<file path="config.mk">
export PLATFORM = sky130hd
export DESIGN_NAME = riscv_regfile_mp_flat
export DESIGN_NICKNAME = d
export VERILOG_FILES = /design/src/rtl/riscv_define.sv /design/src/rtl/riscv_regfile_mp_if.sv /design/src/rtl/riscv_regfile_mp_busy.sv /design/src/rtl/riscv_regfile_mp.sv /design/src/flat_wrapper.sv
export SDC_FILE = /design/constraint.sdc
export NUM_CORES = 2
export LEC_CHECK = 0
export BUFFER_PORTS_ARGS = -buffer_cell sky130_fd_sc_hd__buf_2
export CORE_ASPECT_RATIO = 1.2
export CORE_UTILIZATION = 35
export DETAILED_ROUTE_END_ITERATION = 12
export PLACE_DENSITY_LB_ADDON = 0.08
export SYNTH_ARGS = -nofsm -noshare
export SYNTH_HDL_FRONTEND = slang
export SYNTH_SLANG_ARGS = --single-unit
</file>
<file path="constraint.sdc">
create_clock -name clk -period 3.29 [get_ports clk]
set_clock_uncertainty 0.05 [all_clocks]
set_input_delay 0 -clock clk [delete_from_list [all_inputs] [get_ports clk]]
set_output_delay 0 -clock clk [all_outputs]
set_load 0.03 [all_outputs]
</file>
<file path="src/rtl/riscv_define.sv">
// Shared definitions for the register file slice.
//   REG_ZERO        index of the hardwired-zero register
//   `RegBus         register-width data declaration (uses XLEN in the declaring scope)
//   `RegAddrBus     register-index declaration (uses AW in the declaring scope)
//   slice_lo()      low bit of port k in a flat vector of w-bit fields
`ifndef RISCV_DEFINE_SV
`define RISCV_DEFINE_SV

`define RegBus     logic [XLEN-1:0]
`define RegAddrBus logic [AW-1:0]

package riscv_define;

  localparam int REG_ZERO = 0;

  function automatic int slice_lo(input int k, input int w);
    return k * w;
  endfunction

endpackage

`endif

</file>
<file path="src/rtl/riscv_regfile_mp_if.sv">
// Bus bundle between issue/write-back logic (master) and the register file (slave).
//   rs_idx_i / rs_val_o / rs_busy_o  : NRD combinational read + busy query ports
//   wb_we_i / wb_idx_i / wb_val_i / wb_clr_i : NWR write-back ports
//   iss_valid_i / iss_idx_i          : destination of the instruction issuing this cycle
interface riscv_regfile_mp_if #(
  parameter int XLEN = 32,
  parameter int NREG = 32,
  parameter int NRD  = 4,
  parameter int NWR  = 2
);
  localparam int AW = $clog2(NREG);

  logic [NRD*AW-1:0]   rs_idx_i;
  logic [NRD*XLEN-1:0] rs_val_o;
  logic [NRD-1:0]      rs_busy_o;
  logic [NWR-1:0]      wb_we_i;
  logic [NWR*AW-1:0]   wb_idx_i;
  logic [NWR*XLEN-1:0] wb_val_i;
  logic [NWR-1:0]      wb_clr_i;
  logic                iss_valid_i;
  logic [AW-1:0]       iss_idx_i;

  modport master (
    output rs_idx_i, wb_we_i, wb_idx_i, wb_val_i, wb_clr_i, iss_valid_i, iss_idx_i,
    input  rs_val_o, rs_busy_o
  );

  modport slave (
    input  rs_idx_i, wb_we_i, wb_idx_i, wb_val_i, wb_clr_i, iss_valid_i, iss_idx_i,
    output rs_val_o, rs_busy_o
  );
endinterface

</file>
<file path="src/rtl/riscv_regfile_mp_busy.sv">
// riscv_busy_table: one busy bit per architectural register.
//   clk, rst        clock, synchronous active-high reset (clears every bit)
//   i_set_valid/idx set busy[idx] at the edge (idx 0 ignored)
//   i_clr_en/idx    NWR clear requests, flat index vector
//   i_q_idx         NRD query indices, flat
//   o_q_busy        stored busy bit for each query (no same-cycle forwarding)
module riscv_busy_table
  import riscv_define::*;
#(
  parameter int NREG = 32,
  parameter int NWR  = 2,
  parameter int NRD  = 4,
  parameter int AW   = $clog2(NREG)
) (
  input  logic              clk,
  input  logic              rst,
  input  logic              i_set_valid,
  input  logic [AW-1:0]     i_set_idx,
  input  logic [NWR-1:0]    i_clr_en,
  input  logic [NWR*AW-1:0] i_clr_idx,
  input  logic [NRD*AW-1:0] i_q_idx,
  output logic [NRD-1:0]    o_q_busy
);

  logic [NREG-1:0] r_busy;
  logic [NREG-1:0] w_busy_nxt;

  // Set is applied after all clears: a new producer is younger than a retiring one.
  always_comb begin
    w_busy_nxt = r_busy;
    for (int p = 0; p < NWR; p++) begin
      if (i_clr_en[p]) w_busy_nxt[i_clr_idx[slice_lo(p, AW) +: AW]] = 1'b0;
    end
    if (i_set_valid && (i_set_idx != AW'(REG_ZERO))) w_busy_nxt[i_set_idx] = 1'b1;
  end

  always_ff @(posedge clk) begin
    if (rst) r_busy <= '0;
    else     r_busy <= w_busy_nxt;
  end

  for (genvar k = 0; k < NRD; k++) begin : g_q
    assign o_q_busy[k] = r_busy[i_q_idx[slice_lo(k, AW) +: AW]];
  end

endmodule

</file>
<file path="src/rtl/riscv_regfile_mp.sv">
// riscv_regfile_mp: multi-port integer register file with busy scoreboard.
//   clk   clock, all state updates on posedge
//   rst   synchronous active-high reset (data and busy bits cleared)
//   bus   slave side of riscv_regfile_mp_if: NRD read/busy ports, NWR write-back
//         ports, one issue-set port
// Register 0 reads as zero, never busy, and ignores writes and issue-sets.
module riscv_regfile_mp
  import riscv_define::*;
#(
  parameter int XLEN   = 32,
  parameter int NREG   = 32,
  parameter int NRD    = 4,
  parameter int NWR    = 2,
  parameter int BYPASS = 1
) (
  input logic               clk,
  input logic               rst,
  riscv_regfile_mp_if.slave bus
);
  localparam int AW = $clog2(NREG);

  `RegBus r_regs [NREG];

  logic [NRD-1:0] w_busy_q;

  // Later ports overwrite earlier ones, so the highest-numbered port wins.
  always_ff @(posedge clk) begin
    if (rst) begin
      for (int i = 0; i < NREG; i++) r_regs[i] <= '0;
    end else begin
      for (int p = 0; p < NWR; p++) begin
        if (bus.wb_we_i[p] && (bus.wb_idx_i[slice_lo(p, AW) +: AW] != AW'(REG_ZERO)))
          r_regs[bus.wb_idx_i[slice_lo(p, AW) +: AW]] <= bus.wb_val_i[slice_lo(p, XLEN) +: XLEN];
      end
    end
  end

  riscv_busy_table #(
    .NREG (NREG),
    .NWR  (NWR),
    .NRD  (NRD),
    .AW   (AW)
  ) u_busy (
    .clk         (clk),
    .rst         (rst),
    .i_set_valid (bus.iss_valid_i),
    .i_set_idx   (bus.iss_idx_i),
    .i_clr_en    (bus.wb_we_i & bus.wb_clr_i),
    .i_clr_idx   (bus.wb_idx_i),
    .i_q_idx     (bus.rs_idx_i),
    .o_q_busy    (w_busy_q)
  );

  for (genvar k = 0; k < NRD; k++) begin : g_rd
    `RegAddrBus w_idx;
    `RegBus     w_val;
    logic       w_clr_hit;

    assign w_idx = bus.rs_idx_i[slice_lo(k, AW) +: AW];

    // While rst is high the stored view reads as zero, but live write-back
    // data is still forwarded.
    always_comb begin
      w_val     = rst ? '0 : r_regs[w_idx];
      w_clr_hit = 1'b0;
      if (BYPASS != 0) begin
        for (int p = 0; p < NWR; p++) begin
          if (bus.wb_we_i[p] && (bus.wb_idx_i[slice_lo(p, AW) +: AW] == w_idx)) begin
            w_val = bus.wb_val_i[slice_lo(p, XLEN) +: XLEN];
            if (bus.wb_clr_i[p]) w_clr_hit = 1'b1;
          end
        end
      end
      if (w_idx == AW'(REG_ZERO)) w_val = '0;
    end

    assign bus.rs_val_o[slice_lo(k, XLEN) +: XLEN] = w_val;
    assign bus.rs_busy_o[k] = ~rst & w_busy_q[k] & ~w_clr_hit;
  end

endmodule
</file>
<file path="src/flat_wrapper.sv">
// flat-port wrapper written by rule: the top's interface ports become plain ports
module riscv_regfile_mp_flat import riscv_define::*;
#(
  parameter int XLEN   = 32,
  parameter int NREG   = 32,
  parameter int NRD    = 4,
  parameter int NWR    = 2,
  parameter int BYPASS = 1
)
  (clk, rst, bus_rs_idx_i, bus_wb_we_i, bus_wb_idx_i, bus_wb_val_i, bus_wb_clr_i, bus_iss_valid_i, bus_iss_idx_i, bus_rs_val_o, bus_rs_busy_o);
  riscv_regfile_mp_if #(.XLEN(XLEN), .NREG(NREG), .NRD(NRD), .NWR(NWR)) bus_i ();
  input logic clk;
  input logic rst;
  input wire logic [$bits(bus_i.rs_idx_i)-1:0] bus_rs_idx_i;
  input wire logic [$bits(bus_i.wb_we_i)-1:0] bus_wb_we_i;
  input wire logic [$bits(bus_i.wb_idx_i)-1:0] bus_wb_idx_i;
  input wire logic [$bits(bus_i.wb_val_i)-1:0] bus_wb_val_i;
  input wire logic [$bits(bus_i.wb_clr_i)-1:0] bus_wb_clr_i;
  input wire logic [$bits(bus_i.iss_valid_i)-1:0] bus_iss_valid_i;
  input wire logic [$bits(bus_i.iss_idx_i)-1:0] bus_iss_idx_i;
  output wire logic [$bits(bus_i.rs_val_o)-1:0] bus_rs_val_o;
  output wire logic [$bits(bus_i.rs_busy_o)-1:0] bus_rs_busy_o;
  assign bus_i.rs_idx_i = bus_rs_idx_i;
  assign bus_i.wb_we_i = bus_wb_we_i;
  assign bus_i.wb_idx_i = bus_wb_idx_i;
  assign bus_i.wb_val_i = bus_wb_val_i;
  assign bus_i.wb_clr_i = bus_wb_clr_i;
  assign bus_i.iss_valid_i = bus_iss_valid_i;
  assign bus_i.iss_idx_i = bus_iss_idx_i;
  assign bus_rs_val_o = bus_i.rs_val_o;
  assign bus_rs_busy_o = bus_i.rs_busy_o;
  riscv_regfile_mp #(.XLEN(XLEN), .NREG(NREG), .NRD(NRD), .NWR(NWR), .BYPASS(BYPASS)) u_core (.clk(clk), .rst(rst), .bus(bus_i));
endmodule
</file>
==> run_results.csv <==
group,metric,value,unit
run_status,status,"finished with violations",
run_status,violations,"DRC, setup timing",
hold_path,min_path_type,"primary input to register",
grt,grt_pass1_wl,632,mm
placement,portBuffers,237,
critical_path,path_max_fanout,4,
power,vdd_drop_max,0.000375,V
yosys,synth_edf_count,1024,
power,power.internal,28.9,mW
grt,overflow,0,
yosys,syn_area_per_cell,13.4,um^2
yosys,post-synth-top-area-cell,"edfxtp_1",
grt,grt_antenna_before_repair,36,
critical_path,endpoint_kind,"output port",
routing,drtPass1Iterations,11,
cells_and_area,fin_cells,9233,
grt,grt_max_degree,63,
yosys,synth.top_cells.by_count,"1024 x edfxtp_1, 1023 x a22o_1, 937 x mux4_2",
critical_path,cp-start-kind,"register",
yosys,synth_area,0.0797,mm^2
floorplan,rows,191,
critical_path,cp_top_family,"compound AO/OA/AOI/OAI gates",
floorplan,core,0.226,mm^2
grt,track_usage,40.7,%
power,clockPowerShare,38.3,%
routing,drt_iter0_drc,11600,
timing,rsz0062_at_grt,"no",
cts,worstSkewPairLatency,0.82,ns
critical_path,crit_buf_inv,1,
power,seq_power_share,38.7,%
yosys,synthArstFlopShare,0,%
grt,first_global_vias,67900,
cts,numCtsBuffers,143,
routing,vias,70900,
cells_and_area,design_area,0.0933,mm^2
power,power_density,455,mW/mm^2
yosys,ys_seq_area_share,39.4,%
timing,worst_pin_slew,1.22,ns
job,drv_cap,0,
cts,cts_tree,"yes",
yosys,synth-main-ff-cell,"edfxtp_1",
critical_path,crit_chain,"mux2_2, o22ai_1, nor4_1, a221oi_1, a211oi_2, buf_2",
yosys,synthTopCellsByArea,"edfxtp_1 39%, mux4_2 26%, a22o_1 11%, a22oi_1 5.1%, mux2_2 3.1%",
cells_and_area,drive_gt1_share,37.1,%
timing,hold_viol_final,0,
routing,wl,480,mm
cts,postCtsSetupBuffers,0,
placement,hpwl,305,mm
yosys,synth_top_area_share,38.6,%
timing,period_needed,3.41,ns
cts,clkTransAtPathRegs,0.06,ns
timing,worst_slack,-0.119,ns
floorplan,die_h,525,um
power,p_total,42.5,mW
cells_and_area,areaGrowthSynthToFinish,17.1,%
cts,htree_levels,4,
cts,cts_max_path_buffers,4,
yosys,yosysWarnings,0,
timing,setup_tns,-0.251,ns
power,switching_share,32.0,%
routing,drc,12,
timing,slew_headroom,18.7,%
routing,wire_per_inst,52.0,um
power,leakagePower,31.6,nW
floorplan,floorplan.initialDensity,35.2,%
power,comb_power_share,23.0,%
yosys,ys_seq_elements,1056,
cells_and_area,nNetsFinal,6231,
routing,routed_via_density,7.68,
yosys,synth.most_common_cell,"edfxtp_1",
power,switchingPower,13.6,mW
timing,fmax,293,MHz
placement,dp_cells,8851,
timing,drv_slew,0,
routing,antenna_left,0,
yosys,syn_inst,5948,
placement,gp_congestion,0.992,
critical_path,path_class,"register to output port",
critical_path,critical_path_required,3.24,ns
critical_path,slowest_delay,0.68,ns
critical_path,slowest_stage,"a211oi_2",
cts,clock_sink_count,1056,
critical_path,arrival,3.36,ns
timing,fin_crit_sh,104,%
cts,clockRootBuffer,"clkbuf_16",
floorplan,dieArea,0.230,mm^2
floorplan,ios,238,
yosys,ys_types,64,
timing,final-setup-viol-count,6,
floorplan,fp.dieW,438,um
placement,dpl-instance-area,0.0874,mm^2
[cell usage in the layout, fill, tap and decap left out, types with 33 or more instances in the layout]
cell type         n
clkbuf_16       147
o21ai_0          94
mux2i_1         102
edfxtp_1       1024
nand2_1         344
mux4_2          937
a22oi_1         538
buf_2           227
buf_12          124
nor2_1           69
o22ai_1          96
nor3_1           42
a22o_1         1023
a31oi_1          89
o211ai_1         33
nand2b_1         39
buf_4           433
dlygate4sd3_1   120
nor2_4           35
mux2_2          221
[flip-flops by register name (all words and copies together) (netlist names)]
name and flops:
u_core.r_regs 1024, u_core.u_busy.r_busy 32
[per-stage QoR]
| stage | setup WS (ns) | util [%] | hold slack [ns] |
|---|---|---|---|
| 2_1_floorplan | -0.189 | - | 0.159 |
| 4_1_cts | 0.00254 | 41.2 | 0.0461 |
| 5_1_grt | 0.00282 | 41.3 | 0.112 |
| 6_report | -0.119 | 41.3 | 0.106 |
| 3_5_place_dp | -0.290 | 38.6 | 0.354 |
| 3_3_place_gp | -0.276 | 38.6 | 0.354 |
[layout make-up]
cell class / count / area (um^2)
antenna: 16 / 40.0
sequential: 1056 / 31400
tap: 2991 / 3740
clock inverter: 76 / 840
multi-input combinational: 4005 / 45300
timing repair buffer: 912 / 8190
inverter: 7 / 28.8
fill: 20900 / 133000
clock buffer: 170 / 3770
[worst paths after layout]
kind                                            from                                  to  slack (ns)  cells past startpoint
setup reg to reg  u_core.u_busy.r_busy[8]$_SDFF_PP0_  u_core.u_busy.r_busy[8]$_SDFF_PP0_        1.96                      3
hold reg to reg   u_core.u_busy.r_busy[0]$_SDFF_PP0_  u_core.u_busy.r_busy[0]$_SDFF_PP0_        0.52                      2
setup / recovery      u_core.r_regs[8][18]$_DFFE_PP_                    bus_rs_val_o[50]       -0.12                      6
hold / removal                        bus_wb_we_i[0]  u_core.u_busy.r_busy[0]$_SDFF_PP0_        0.11                      4
[power groups by stage]
stage | Sequential [mW] | Combinational, mW | Clock [mW]
3_5_place_dp | 16.6 | 9.26 | 0
3_3_place_gp | 16.6 | 9.25 | 0
4_1_cts | 16.4 | 9.40 | 16.4
5_1_grt | 16.5 | 9.77 | 16.8
6_report | 16.4 | 9.75 | 16.3
2_1_floorplan | 16.3 | 5.42 | 0
[cells by family (layout without fill, tap and decap cells)]
logic type	after synthesis	count (layout)	synth area share [%]
AO/OA/AOI/OAI	1995	1995	19.9
XOR/XNOR	40	40	0.440
buffers and inverters	918	1165	5.19
flip-flops	1056	1056	39.4
multiplexers	1260	1260	30.9
other	1	48	0.00471
AND/OR/NAND/NOR	678	678	4.19
[repair_timing]
action | CTS | global route
endpoints found under the setup margin | 11 | 6
hold buffers | 120 | 0
gates resized for setup | 13 | 6
pin swaps | 2 | 0
endpoints found under the hold margin | 1045 | 0
[layer usage]
metal	routed length (um)	global-route usage, %	vias up	part of all wire [%]
met5	185	0	-	0.039
met4	43800	30.7	30	9.1
met3	58900	12.9	1728	12
met2	209000	60.4	6423	44
met1	168000	49.2	36900	35
li1	-	-	25800	-
[worst reg2reg max path, delay by kind of cell (launching register included)]
family	cells	cell delay, ns
buffers and inverters	1	0.57
flip-flops	1	0.36
AO/OA/AOI/OAI	1	0.18
AND/OR/NAND/NOR	1	0.04
No activity file was read; power rests on OpenSTA's default activity.
